File: src/rtl/fir_stream_driver.sv
// fir_stream_driver
// ---------------------------------------------------------------------------
// Streams upstream samples into an external FIR filter one at a time and
// forwards each filter result downstream over a valid/ready handshake.
//
// Samples are buffered in a small FIFO. A four-state controller pops the
// FIFO head, strobes it into the filter for one cycle, then waits for the
// filter result. A bounded wait guards against a filter that never answers.
// The captured result is held until the downstream side accepts it.
//
// Ports
//   clk           sole clock, rising edge
//   rst           asynchronous, active-high reset
//   s_data        upstream sample                        (InputWidth)
//   s_valid       upstream sample present
//   s_ready       FIFO has room for a sample
//   inputValid    one-cycle strobe: FIR_input is valid for the filter
//   FIR_input     sample presented to the filter          (InputWidth)
//   outputValid   filter result strobe
//   FIR_output    filter result                           (OutputWidth)
//   m_data        captured result to downstream           (OutputWidth)
//   m_valid       m_data valid
//   m_ready       downstream accepts m_data
//   timeout_err   sticky: a sample got no result within TimeoutCycles
//   sample_count  number of results delivered downstream  (32, wraps)
// ---------------------------------------------------------------------------
module fir_stream_driver #(
  parameter int InputWidth    = 16,
  parameter int OutputWidth   = 38,
  parameter int FifoDepth     = 8,
  parameter int TimeoutCycles = 64
) (
  input  logic                   clk,
  input  logic                   rst,
  input  logic [InputWidth-1:0]  s_data,
  input  logic                   s_valid,
  output logic                   s_ready,
  output logic                   inputValid,
  output logic [InputWidth-1:0]  FIR_input,
  input  logic                   outputValid,
  input  logic [OutputWidth-1:0] FIR_output,
  output logic [OutputWidth-1:0] m_data,
  output logic                   m_valid,
  input  logic                   m_ready,
  output logic                   timeout_err,
  output logic [31:0]            sample_count
);

  // Pointer width, occupancy width (one extra bit to represent "full"),
  // and timeout counter width.
  localparam int PW = (FifoDepth > 1) ? $clog2(FifoDepth) : 1;
  localparam int CW = PW + 1;
  localparam int TW = $clog2(TimeoutCycles + 1);

  localparam logic [CW-1:0] DEPTH_C        = CW'(FifoDepth);
  localparam logic [CW-1:0] CNT_ONE_C      = CW'(1);
  localparam logic [PW-1:0] PTR_ONE_C      = PW'(1);
  localparam logic [TW-1:0] TMO_ONE_C      = TW'(1);
  // The counter holds the number of WAIT cycles already spent; the cycle in
  // which it equals TimeoutCycles-1 is the last permitted WAIT cycle.
  localparam logic [TW-1:0] TIMEOUT_LAST_C = TW'(TimeoutCycles - 1);

  typedef enum logic [1:0] {
    IDLE  = 2'd0,
    ISSUE = 2'd1,
    WAIT  = 2'd2,
    HOLD  = 2'd3
  } state_t;

  state_t state_r;
  state_t state_next_s;

  logic [InputWidth-1:0]  mem_r [FifoDepth];
  logic [PW-1:0]          wr_ptr_r;
  logic [PW-1:0]          rd_ptr_r;
  logic [CW-1:0]          count_r;
  logic                   push_s;
  logic                   pop_s;
  logic                   fifo_empty_s;

  logic [TW-1:0]          wait_cnt_r;
  logic                   capture_s;
  logic                   timeout_s;
  logic                   deliver_s;
  logic                   load_s;

  logic                   input_valid_r;
  logic [InputWidth-1:0]  fir_input_r;
  logic [OutputWidth-1:0] m_data_r;
  logic                   m_valid_r;
  logic                   timeout_err_r;
  logic [31:0]            sample_count_r;

  // s_ready depends only on occupancy, never on a same-cycle pop.
  assign s_ready      = (count_r < DEPTH_C);
  assign push_s       = s_valid && s_ready;
  assign pop_s        = (state_r == ISSUE);
  assign fifo_empty_s = (count_r == '0);
  // FIR_input is captured on the IDLE->ISSUE edge, so the register already
  // holds the head while inputValid is high.
  assign load_s       = (state_r == IDLE) && (state_next_s == ISSUE);

  assign inputValid   = input_valid_r;
  assign FIR_input    = fir_input_r;
  assign m_data       = m_data_r;
  assign m_valid      = m_valid_r;
  assign timeout_err  = timeout_err_r;
  assign sample_count = sample_count_r;

  // FIFO storage: data words carry no reset, they are only read when valid.
  always_ff @(posedge clk) begin
    if (push_s) begin
      mem_r[wr_ptr_r] <= s_data;
    end else begin
      mem_r[wr_ptr_r] <= mem_r[wr_ptr_r];
    end
  end

  // FIFO pointers and occupancy; pointers wrap naturally at FifoDepth.
  always_ff @(posedge clk or posedge rst) begin
    if (rst) begin
      wr_ptr_r <= '0;
      rd_ptr_r <= '0;
      count_r  <= '0;
    end else begin
      if (push_s) begin
        wr_ptr_r <= wr_ptr_r + PTR_ONE_C;
      end else begin
        wr_ptr_r <= wr_ptr_r;
      end
      if (pop_s) begin
        rd_ptr_r <= rd_ptr_r + PTR_ONE_C;
      end else begin
        rd_ptr_r <= rd_ptr_r;
      end
      case ({push_s, pop_s})
        2'b10:   count_r <= count_r + CNT_ONE_C;
        2'b01:   count_r <= count_r - CNT_ONE_C;
        default: count_r <= count_r;
      endcase
    end
  end

  // Controller state register.
  always_ff @(posedge clk or posedge rst) begin
    if (rst) begin
      state_r <= IDLE;
    end else begin
      state_r <= state_next_s;
    end
  end

  // Controller next-state and event decode.
  always_comb begin
    state_next_s = state_r;
    capture_s    = 1'b0;
    timeout_s    = 1'b0;
    deliver_s    = 1'b0;
    case (state_r)
      IDLE: begin
        if (!fifo_empty_s) begin
          state_next_s = ISSUE;
        end else begin
          state_next_s = IDLE;
        end
      end
      ISSUE: begin
        state_next_s = WAIT;
      end
      WAIT: begin
        // A result on the last permitted cycle still wins over the timeout.
        if (outputValid) begin
          capture_s    = 1'b1;
          state_next_s = HOLD;
        end else if (wait_cnt_r == TIMEOUT_LAST_C) begin
          timeout_s    = 1'b1;
          state_next_s = IDLE;
        end else begin
          state_next_s = WAIT;
        end
      end
      HOLD: begin
        if (m_ready) begin
          deliver_s    = 1'b1;
          state_next_s = IDLE;
        end else begin
          state_next_s = HOLD;
        end
      end
      default: begin
        state_next_s = IDLE;
      end
    endcase
  end

  // WAIT-cycle counter: cleared on issue, advanced each unanswered WAIT cycle.
  always_ff @(posedge clk or posedge rst) begin
    if (rst) begin
      wait_cnt_r <= '0;
    end else if (state_r == ISSUE) begin
      wait_cnt_r <= '0;
    end else if ((state_r == WAIT) && !capture_s && !timeout_s) begin
      wait_cnt_r <= wait_cnt_r + TMO_ONE_C;
    end else if (timeout_s) begin
      wait_cnt_r <= '0;
    end else begin
      wait_cnt_r <= wait_cnt_r;
    end
  end

  // Strobe and valid outputs are registered from the next state so they
  // line up exactly with the state they describe.
  always_ff @(posedge clk or posedge rst) begin
    if (rst) begin
      input_valid_r <= 1'b0;
      m_valid_r     <= 1'b0;
    end else begin
      input_valid_r <= (state_next_s == ISSUE);
      m_valid_r     <= (state_next_s == HOLD);
    end
  end

  // Sample register presented to the filter.
  always_ff @(posedge clk or posedge rst) begin
    if (rst) begin
      fir_input_r <= '0;
    end else if (load_s) begin
      fir_input_r <= mem_r[rd_ptr_r];
    end else begin
      fir_input_r <= fir_input_r;
    end
  end

  // Result capture: only a strobe seen in WAIT updates m_data.
  always_ff @(posedge clk or posedge rst) begin
    if (rst) begin
      m_data_r <= '0;
    end else if (capture_s) begin
      m_data_r <= FIR_output;
    end else begin
      m_data_r <= m_data_r;
    end
  end

  // Sticky timeout flag, cleared only by reset.
  always_ff @(posedge clk or posedge rst) begin
    if (rst) begin
      timeout_err_r <= 1'b0;
    end else if (timeout_s) begin
      timeout_err_r <= 1'b1;
    end else begin
      timeout_err_r <= timeout_err_r;
    end
  end

  // Delivered-result counter, wraps at 2^32.
  always_ff @(posedge clk or posedge rst) begin
    if (rst) begin
      sample_count_r <= 32'd0;
    end else if (deliver_s) begin
      sample_count_r <= sample_count_r + 32'd1;
    end else begin
      sample_count_r <= sample_count_r;
    end
  end

endmodule

File: config.mk
export PLATFORM = sky130hd
export DESIGN_NAME = fir_stream_driver
export DESIGN_NICKNAME = d
export VERILOG_FILES = /design/src/rtl/fir_stream_driver.sv
export SDC_FILE = /design/constraint.sdc
export NUM_CORES = 1
export LEC_CHECK = 0
export ABC_AREA = 1
export ABC_CLOCK_PERIOD_IN_PS = 4740
export CORE_ASPECT_RATIO = 0.6
export CORE_MARGIN = 3
export CORE_UTILIZATION = 45
export CTS_BUF_LIST = sky130_fd_sc_hd__clkbuf_4 sky130_fd_sc_hd__clkbuf_8
export DETAILED_ROUTE_END_ITERATION = 8
export PLACE_DENSITY = 0.68
export SLEW_MARGIN = 5
export SYNTH_ARGS = -nofsm -noshare
export SYNTH_HDL_FRONTEND = slang
export SYNTH_SLANG_ARGS = --single-unit
File: constraint.sdc
create_clock -name clk -period 4.74 [get_ports clk]
set_input_delay 1.185 -clock clk [delete_from_list [all_inputs] [get_ports clk]]
set_output_delay 1.185 -clock clk [all_outputs]
set_load 0.005 [all_outputs]
==> metrics.yaml, run 1 <==
status:
  status: "completed"
floorplan:
  num_io_pins: 149
  dieArea_um2: 23920
  die_h_um: 121.0
  die_w_um: 197.7
  initial_core_util: 0.4648
  rows: 41
  core_um2: 21340
setup_path:
  crit_type: "register to output pin"
  endpoint: "sample_count[20]"
  path_cells: "clkdlybuf4s50_1"
  critical_path_depth: 1
  setup.worst_path.start: "sample_count[20]"
  worst-endpoint-arrival_ps: 1560
  r2r-end: "FIR_input[10]"
  worstSetupEndpointType: "output pin"
  cpPeakStageDelay_ps: 580
  worstReg2RegStart: "rd_ptr_r[2]"
  critPathTopFamily: "buffers and inverters"
  start_kind: "register"
  rrSetupSlack_ps: 2220
  worst-endpoint-required_ps: 3560
  rr_worst_depth: 5
  cp_num_buf_inv: 1
  crit_fanout: 7
  slowest_stage: "clkdlybuf4s50_1"
sta:
  finalMaxSlewViolations: 0
  finalSetupViolCount: 0
  worst_slew_pin_slew_ps: 904.5
  post-route-period-util: 0.5797
  fin_tns_setup_ps: 0
  relSlewSlack: 0.3970
  finalHoldViolations: 0
  post-route-min-period_ps: 2748
  worst_clock_skew_ps: 16.94
  fmax_mhz: 363.9
  rsz0062_at_grt: "no"
power_and_ir_drop:
  switching_share: 0.3394
  comb_power_share: 0.342
  ir_drop_mv: 0.3459
  powerDensity_nw_per_um2: 558.1
  internal_power_w: 0.004597
  switching_power_w: 0.002362
  clkPwrFrac: 0.242
  cellLeakagePower_nw: 5.153
  p_seq_frac: 0.416
detailed_routing:
  dr.first_iter.drc_count: 477
  drtAntennaViolNets: 0
  via_per_inst: 4.974
  wl_per_cell_um: 16.79
  wirelength_um: 23400
  route.vias.total: 6934
  drc: 0
  firstDrtPassIters: 7
global_route:
  grt_overflow: 0
  grt_pass1_wl_um: 37720
  antenna_found_initial: 0
  grt_start_max_net_pins: 70
  grtUsageTotal: 0.1995
  grt_pass1_vias: 6831
yosys:
  synth-seq-area-share: 0.6600
  synth.avg_cell_area_um2: 10.84
  ys_ff_latch: 236
  yosysUniqueCellTypes: 31
  yosysWarnings: 0
  syn-cell-area_um2: 9918
  netlist.top_cell.by_area: "edfxtp_1"
  synth_flop_cell: "edfxtp_1"
  synthTopCellsByCount: "222 x nand2_1, 159 x nor2_1, 128 x edfxtp_1, 108 x dfrtp_1, 75 x o21ai_0"
  syn_nets: 982
  ys_async_sr_fraction: 0.4576
  synth_edf_count: 128
  syn_inst: 915
  ys_top_cells_by_area: "edfxtp_1 39%, dfrtp_1 27%, nand2_1 8.4%"
  synth_top_area_share: 0.3875
  synth_most_common_cell: "nand2_1"
clocking:
  clkTransAtPathRegs_ps: 60
  hold_buffers: 0
  cts_setup_buffers: 0
  clock_latency_ps: 520
  clk_path_buf_depth: 3
  cts_tree: "yes"
  numCtsBuffers: 36
  ctsResizeCount: 0
  cts.sinks: 236
  cts_root_buf: "clkbuf_8"
  cts_htree_levels: 2
layout:
  register_area_um2: 6548
  fin_util: 0.5843
  antenna-diode-count: 0
  nets: 1154
  multiInputGateArea_um2: 3050
  syn2layout_area_growth_pct: 25.71
  fillers: 1883
  drive_above_1_share: 0.08700
place:
  port_buffers: 148
  hpwlAfterDp_um: 15090
  gp_congestion: 0.8067
flow_run:
  drv_cap: 0
worst_hold_path:
  hp-class: "register to register"
## worst min path at each step
stage,startpoint,endpoint,slack (ps),depth (start not counted)
global route,timeout_err,timeout_err,490,2
finish,timeout_err,timeout_err,470,2
floorplan,timeout_err,timeout_err,460,2
detailed placement,timeout_err,timeout_err,460,2
CTS,timeout_err,timeout_err,470,2
global placement,timeout_err,timeout_err,450,2
## placed cells by master (no fill, tap or decap), drive strengths merged, types with 11 or more instances in the layout
master         count
nand2            223
nor2             168
clkdlybuf4s50    148
edfxtp           128
dfrtp            108
o21ai             76
clkbuf            55
inv               50
mux2              38
nand3             32
xor2              19
buf               15
xnor2             11
clkinv            11
## through the flow
| step | cells | setup WS, ps | power, W | area, um2 | hold WS (ps) |
|---|---|---|---|---|---|
| after floorplan | 915 | 709.4 | 0.004236 | 9918 | 458.1 |
| after global placement | 1328 | 1697 | 0.005283 | 11740 | 451.6 |
| after detailed placement | 1328 | 1705 | 0.005327 | 11740 | 457.5 |
| after CTS | 1394 | 1951 | 0.007045 | 12470 | 471.8 |
| after global routing | 1394 | 1925 | 0.007470 | 12470 | 487.3 |
| final | 1394 | 1992 | 0.006959 | 12470 | 467.3 |
## registers in the layout, indices dropped and copies added (netlist names)
| name | count |
|---|---|
| m_valid | 1 |
| FIR_input | 16 |
| inputValid | 1 |
| wait_cnt_r | 7 |
| wr_ptr_r | 3 |
| count_r | 4 |
| mem_r | 128 |
| rd_ptr_r | 3 |
| state_r | 2 |
| timeout_err | 1 |
| sample_count | 32 |
| m_data | 38 |
## power by group through the flow
stage | clock network (W) | logic, W | registers [W]
final | 0.00168 | 0.00238 | 0.00290
after CTS | 0.00174 | 0.00241 | 0.00290
after global routing | 0.00182 | 0.00270 | 0.00295
after detailed placement | 0 | 0.00240 | 0.00293
after floorplan | 0 | 0.00135 | 0.00289
after global placement | 0 | 0.00237 | 0.00292
## cell type report
type                    instances  area share
clock inverters                11    0.004315
clock buffers                  55     0.05419
repair buffers                163      0.1278
well taps                     279     0.02800
inverters                      52     0.01586
flip-flops and latches        236      0.5251
multi-input cells             598      0.2447
## kinds of logic (layout without fill, tap and decap cells)
kind of cell | Yosys count | count (layout) | synth area share
AOI/OAI and AO/OA | 78 | 78 | 0.03948
xor gates and xnor gates | 30 | 30 | 0.02649
adders and majority gates | 8 | 8 | 0.01085
buffers and inverters | 81 | 281 | 0.03267
DFF | 236 | 236 | 0.6600
muxes | 38 | 38 | 0.04314
and+or+nand+nor | 444 | 444 | 0.1873
## tightest hold or removal path, cell delays in order (launching register included)
cell,delay (ps)
dfrtp_1,340
inv_1,40
nand2_1,60
## layer usage
metal | global-route usage | part of all wire
met1 | 0.3181 | 0.50
met2 | 0.2773 | 0.41
met3 | 0.04606 | 0.068
met4 | 0.04064 | 0.014
met5 | 0 | 0
No activity file was read; power rests on OpenSTA's default activity.
==> run 2, diff against run 1 <==
--- a/config.mk
+++ b/config.mk
@@ -6,13 +6,13 @@
 export NUM_CORES = 1
 export LEC_CHECK = 0
 export ABC_AREA = 1
-export ABC_CLOCK_PERIOD_IN_PS = 4740
+export ABC_CLOCK_PERIOD_IN_PS = 2400
 export CORE_ASPECT_RATIO = 0.6
 export CORE_MARGIN = 3
 export CORE_UTILIZATION = 45
 export CTS_BUF_LIST = sky130_fd_sc_hd__clkbuf_4 sky130_fd_sc_hd__clkbuf_8
 export DETAILED_ROUTE_END_ITERATION = 8
-export PLACE_DENSITY = 0.68
+export PLACE_DENSITY = 0.71
 export SLEW_MARGIN = 5
 export SYNTH_ARGS = -nofsm -noshare
 export SYNTH_HDL_FRONTEND = slang
==> constraint.sdc (replaced) <==
create_clock -name clk -period 2.4 [get_ports clk]
set_input_delay 0.6 -clock clk [delete_from_list [all_inputs] [get_ports clk]]
set_output_delay 0.6 -clock clk [all_outputs]
set_load 0.005 [all_outputs]
==> metrics.yaml, run 2 (synthesis gave the netlist of run 1 again) <==
place:
  hpwlAfterDp_um: 15740  # +4.3%
  dp.cells: 1344  # +1.2%
  gp_congestion: 0.8162  # +1.2%
  port_buffers: 148  # unchanged
  placed_area_um2: 11950  # +1.8%
layout:
  largest_register_ffs: 128  # unchanged
  fin_cells: 1408  # +1.0%
  syn2layout_area_growth_pct: 27.80
  drive_above_1_share: 0.09655  # +0.009550
  design_area_um2: 12680  # +1.7%
  fillers: 1772  # -5.9%
  layout_common_cells: "221 x nand2_1, 159 x nor2_1, 148 x clkdlybuf4s50_1, 128 x edfxtp_1, 107 x dfrtp_1"
  antenna-diode-count: 0  # unchanged
  top_register: "mem_r"
  final_common_cell: "nand2_1"
  nets: 1170  # +1.4%
sta:
  relSlewSlack: 0.5566  # +0.1596
  post-route-min-period_ps: 2161
  worst_slew_pin_slew_ps: 661.0  # -243.5 ps
  post-route-period-util: 0.9002
  hold_ws_ps: 467.2  # -0.03700 ps
  finalMaxSlewViolations: 0  # unchanged
  rsz0062_at_grt: "no"
  finalSetupViolCount: 0  # unchanged
  worst_clock_skew_ps: 25.23  # +8.288 ps
  fmax_mhz: 462.9
  finalHoldViolations: 0  # unchanged
setup_path:
  path_cells: "inv_1 > clkdlybuf4s50_1"
  rrSetupSlack_ps: 450  # -1770 ps
  critPathTopFamily: "buffers and inverters"
  cpPeakStageDelay_ps: 520  # -60 ps
  crit_type: "register to output pin"
  r2r-end: "count_r[3]"
  worstSetupEndpointType: "output pin"
  start_kind: "register"
  rr_worst_depth: 12  # +7
  cp_num_buf_inv: 2  # +1
  worstReg2RegStart: "count_r[3]"
  worst-endpoint-arrival_ps: 1560  # about the same
  crit_fanout: 3  # -4
  slowest_stage: "clkdlybuf4s50_1"
  setup.worst_path.start: "count_r[3]"
  worst-endpoint-required_ps: 1800  # -1760 ps
detailed_routing:
  via_per_inst: 4.926  # -0.97%
  route.vias.total: 6936  # +0.029%
  drc: 0  # unchanged
  wl_per_cell_um: 16.32  # -2.8%
  dr.first_iter.drc_count: 557  # +17%
  wirelength_um: 22980  # -1.8%
  drtAntennaViolNets: 0  # unchanged
  firstDrtPassIters: 5  # -2
clocking:
  cts_setup_buffers: 0  # unchanged
  ctsResizeCount: 0  # unchanged
  clock_latency_ps: 510  # about the same
  clkTransAtPathRegs_ps: 70  # about the same
  hold_buffers: 0  # unchanged
  cts_tree: "yes"
  numCtsBuffers: 36  # unchanged
  cts_root_buf: "clkbuf_8"
  cts_htree_levels: 2  # unchanged
  cts.sinks: 236  # unchanged
  clk_path_buf_depth: 3  # unchanged
power_and_ir_drop:
  ir_drop_mv: 0.5822  # +68%
  powerDensity_nw_per_um2: 1101  # +97%
  cellLeakagePower_nw: 5.250  # +1.9%
global_route:
  grt_start_max_net_pins: 65  # -7.1%
  grt_pass1_wl_um: 36720  # -2.7%
  grtUsageTotal: 0.1933  # -0.006180
  grt_overflow: 0  # unchanged
  grt_pass1_vias: 6870  # +0.57%
  antenna_found_initial: 0  # unchanged
flow_run:
  drv_cap: 0  # unchanged
floorplan:
  die_w_um: 197.7  # unchanged
  core_um2: 21340  # unchanged
  die_h_um: 121.0  # unchanged
  initial_core_util: 0.4648  # unchanged
  dieArea_um2: 23920  # unchanged
  rows: 41  # unchanged
  num_io_pins: 149  # unchanged
worst_hold_path:
  hp-class: "primary input to async pin"
status:
  status: "completed"
run 2: cell count changes in the layout (fill, tap and decap cells not counted), sizes merged:
cell / previous run / this run
clkinvlp: 2 / 3
bufinv: 0 / 1
inv: 50 / 49
buf: 15 / 31
clkbuf: 55 / 52
run 2: worst max path at each step:
stage / endpoint / slack [ps] / cells after the start
6_report: s_ready / 240 / 2
2_1_floorplan: mem_r[4][0] / 310 / 3
3_5_place_dp: count_r[3] / -50 / 12
3_3_place_gp: count_r[3] / -30 / 12
4_1_cts: s_ready / 200 / 2
5_1_grt: s_ready / 180 / 2
run 2: power by group:
group	switching, W	internal [W]	leakage [nW]
registers	0.000479	0.00519	2.51
clock network	0.00150	0.00184	0.379
logic	0.00270	0.00224	2.36
total	0.00468	0.00928	5.25
run 2: layout make-up:
cell class	instances	area, um2	area share
Tap cell	279	349.1	0.02754
Clock inverter	12	81.33	0.006416
Clock buffer	52	646.9	0.05103
Timing Repair Buffer	179	1802	0.1421
Inverter	52	198.9	0.01569
Multi-Input combinational cell	598	3050	0.2406
Sequential cell	236	6548	0.5165
run 2: stage by stage:
| stage | utilization | total power, W | setup slack, ps | setup TNS [ps] |
|---|---|---|---|---|
| after global routing | 0.5940 | 0.01494 | 177.8 | 0 |
| after floorplan | - | 0.008367 | 306.1 | 0 |
| after detailed placement | 0.5599 | 0.01071 | -51.92 | -51.92 |
| after global placement | 0.5599 | 0.01060 | -29.19 | -29.19 |
| after CTS | 0.5940 | 0.01414 | 197.1 | 0 |
| final | 0.5940 | 0.01396 | 239.5 | 0 |
run 2: per-layer routing:
metal	track usage	routed length [um]	vias up	part of all wire
met5	0	0	-	0
met4	0.04505	413	0	0.018
met3	0.04190	1464	38	0.064
met2	0.2704	9525	184	0.41
met1	0.3064	11570	3319	0.50
li1	-	-	3395	-
run 2: worst reg2reg max path, stage by stage (launching register included):
cell     delay (ps)
dfrtp_1         410
inv_1           130
nand2_1         140
ha_1            240
ha_1            280
nand2_1          80
inv_1            40
o21ai_0         230
nand2_1          80
nand2_1          60
nand2_1          40
nand2_1          40
o21ai_0          60
==> run 3, diff against run 2 <==
--- a/config.mk
+++ b/config.mk
@@ -6,13 +6,13 @@
 export NUM_CORES = 1
 export LEC_CHECK = 0
 export ABC_AREA = 1
-export ABC_CLOCK_PERIOD_IN_PS = 2400
+export ABC_CLOCK_PERIOD_IN_PS = 2100
 export CORE_ASPECT_RATIO = 0.6
 export CORE_MARGIN = 3
 export CORE_UTILIZATION = 45
 export CTS_BUF_LIST = sky130_fd_sc_hd__clkbuf_4 sky130_fd_sc_hd__clkbuf_8
 export DETAILED_ROUTE_END_ITERATION = 8
-export PLACE_DENSITY = 0.71
+export PLACE_DENSITY = 0.68
 export SLEW_MARGIN = 5
 export SYNTH_ARGS = -nofsm -noshare
 export SYNTH_HDL_FRONTEND = slang
==> constraint.sdc (replaced) <==
create_clock -name clk -period 2.1 [get_ports clk]
set_input_delay 0.525 -clock clk [delete_from_list [all_inputs] [get_ports clk]]
set_output_delay 0.525 -clock clk [all_outputs]
set_load 0.005 [all_outputs]
==> metrics.yaml, run 3 (synthesis gave the netlist of run 1 again) <==
power_and_ir_drop:
  internal_power_w: 0.01064  # +15%
  switching_power_w: 0.005323  # +14%
  comb_power_share: 0.360  # +0.006
  clkPwrFrac: 0.237  # -0.003
  ir_drop_mv: 1.025  # +76%
  p_seq_frac: 0.403  # -0.003
  cellLeakagePower_nw: 5.257  # +0.14%
  powerDensity_nw_per_um2: 1260  # +14%
  switching_share: 0.3333  # -0.002100
floorplan:
  initial_core_util: 0.4648  # unchanged
  num_io_pins: 149  # unchanged
  dieArea_um2: 23920  # unchanged
  die_w_um: 197.7  # unchanged
  core_um2: 21340  # unchanged
  die_h_um: 121.0  # unchanged
  rows: 41  # unchanged
place:
  hpwlAfterDp_um: 15520  # -1.4%
  gp_congestion: 0.7810  # -4.3%
  port_buffers: 148  # unchanged
detailed_routing:
  dr.first_iter.drc_count: 490  # -12%
  via_per_inst: 4.922  # about the same
  drtAntennaViolNets: 0  # unchanged
  wirelength_um: 23240  # +1.1%
  wl_per_cell_um: 16.56  # +1.5%
  drc: 0  # unchanged
  firstDrtPassIters: 5  # unchanged
  route.vias.total: 6905  # -0.45%
sta:
  fmax_mhz: 492.0
  finalMaxSlewViolations: 0  # unchanged
  finalHoldViolations: 0  # unchanged
  fin_tns_setup_ps: 0  # unchanged
  finalSetupViolCount: 0  # unchanged
  post-route-min-period_ps: 2033
  worst_clock_skew_ps: 23.72  # -1.512 ps
  hold_ws_ps: 252.7  # -214.5 ps
  rsz0062_at_grt: "no"
  worst_slew_pin_slew_ps: 680.7  # +19.72 ps
  post-route-period-util: 0.9679
  relSlewSlack: 0.5434  # -0.01323
setup_path:
  slowest_stage: "clkdlybuf4s50_1"
  path_cells: "clkdlybuf4s50_1"
  critical_path_depth: 1  # -1
  start_kind: "register"
  worst-endpoint-required_ps: 1570  # -230 ps
  crit_fanout: 5  # +2
  rr_worst_depth: 12  # unchanged
  critPathTopFamily: "buffers and inverters"
  cp_num_buf_inv: 1  # -1
  cpPeakStageDelay_ps: 550  # +30 ps
  worst-endpoint-arrival_ps: 1510  # -50 ps
  worstSetupEndpointType: "output pin"
  crit_type: "register to output pin"
global_route:
  antenna_found_initial: 0  # unchanged
  grt_start_max_net_pins: 74  # +14%
  grt_pass1_wl_um: 37220  # +1.4%
  grt_pass1_vias: 6801  # -1.0%
  grt_overflow: 0  # unchanged
  grtUsageTotal: 0.1972  # +0.003930
clocking:
  cts_tree: "yes"
  clk_path_buf_depth: 3  # unchanged
  clkTransAtPathRegs_ps: 60  # about the same
  cts.sinks: 236  # unchanged
  clock_latency_ps: 520  # about the same
  cts_htree_levels: 2  # unchanged
  hold_buffers: 0  # unchanged
  numCtsBuffers: 35  # -2.8%
  cts_root_buf: "clkbuf_8"
layout:
  drive_above_1_share: 0.1041  # +0.007547
  antenna-diode-count: 0  # unchanged
  final_common_cell: "nand2_1"
  nets: 1171  # +0.085%
  top_register: "mem_r"
  largest_register_ffs: 128  # unchanged
  fin_util: 0.5938  # about the same
  syn2layout_area_growth_pct: 27.75  # about the same
  layout_common_cells: "221 x nand2_1, 159 x nor2_1, 147 x clkdlybuf4s50_1, 128 x edfxtp_1, 100 x dfrtp_1"
  fillers: 1809  # +2.1%
status:
  status: "completed"
flow_run:
  drv_cap: 0  # unchanged
worst_hold_path:
  hp-class: "primary input to async pin"
-- run 3: power groups by stage --
stage	clock network (W)	registers, W	logic [W]
floorplan	0	0.00652	0.00305
finish	0.00378	0.00643	0.00575
CTS	0.00387	0.00644	0.00580
global route	0.00411	0.00655	0.00647
global placement	0	0.00649	0.00571
detailed placement	0	0.00651	0.00575
-- run 3: path summary, 6_finish.rpt --
kind,start,endpoint,slack (ps)
max,sample_count[21],sample_count[21],70
min,rst,m_data[12],250
max reg2reg,count_r[3],count_r[3],280
min reg2reg,timeout_err,timeout_err,470
max in group asynchronous,rst,rd_ptr_r[0],1220
min in group clk,timeout_err,timeout_err,470
-- run 3: metal layers --
metal	vias up	global-route usage	share of wire
met5	-	0	0
met2	168	0.2792	0.42
met4	0	0.02915	0.0087
li1	3403	-	-
met3	25	0.05494	0.063
met1	3309	0.3090	0.51
-- run 3: area by class of cell --
cell class | instances | area, um2 | area share
Sequential cell | 236 | 6556 | 0.5174
Multi-Input combinational cell | 598 | 3050 | 0.2407
Timing Repair Buffer | 181 | 1819 | 0.1436
Clock buffer | 54 | 655.6 | 0.05174
Tap cell | 279 | 349.1 | 0.02755
Inverter | 52 | 198.9 | 0.01570
Clock inverter | 3 | 41.29 | 0.003259
-- run 3: what timing repair did --
action,in CTS,in global routing
endpoints found under the setup margin,1,8
pin swaps,0,0
setup buffers,0,1
gates resized for setup,1,7
-- run 3: metrics by stage --
step                area, um2  total power (W)  worst slack (ps)  cells
finish                  12670          0.01597             67.39   1403
global route            12670          0.01713             4.613   1403
CTS                     12650          0.01611             5.023   1402
detailed placement      11960          0.01227            -217.5   1345
global placement        11960          0.01220            -204.6   1345
floorplan                9922         0.009562             81.15    915
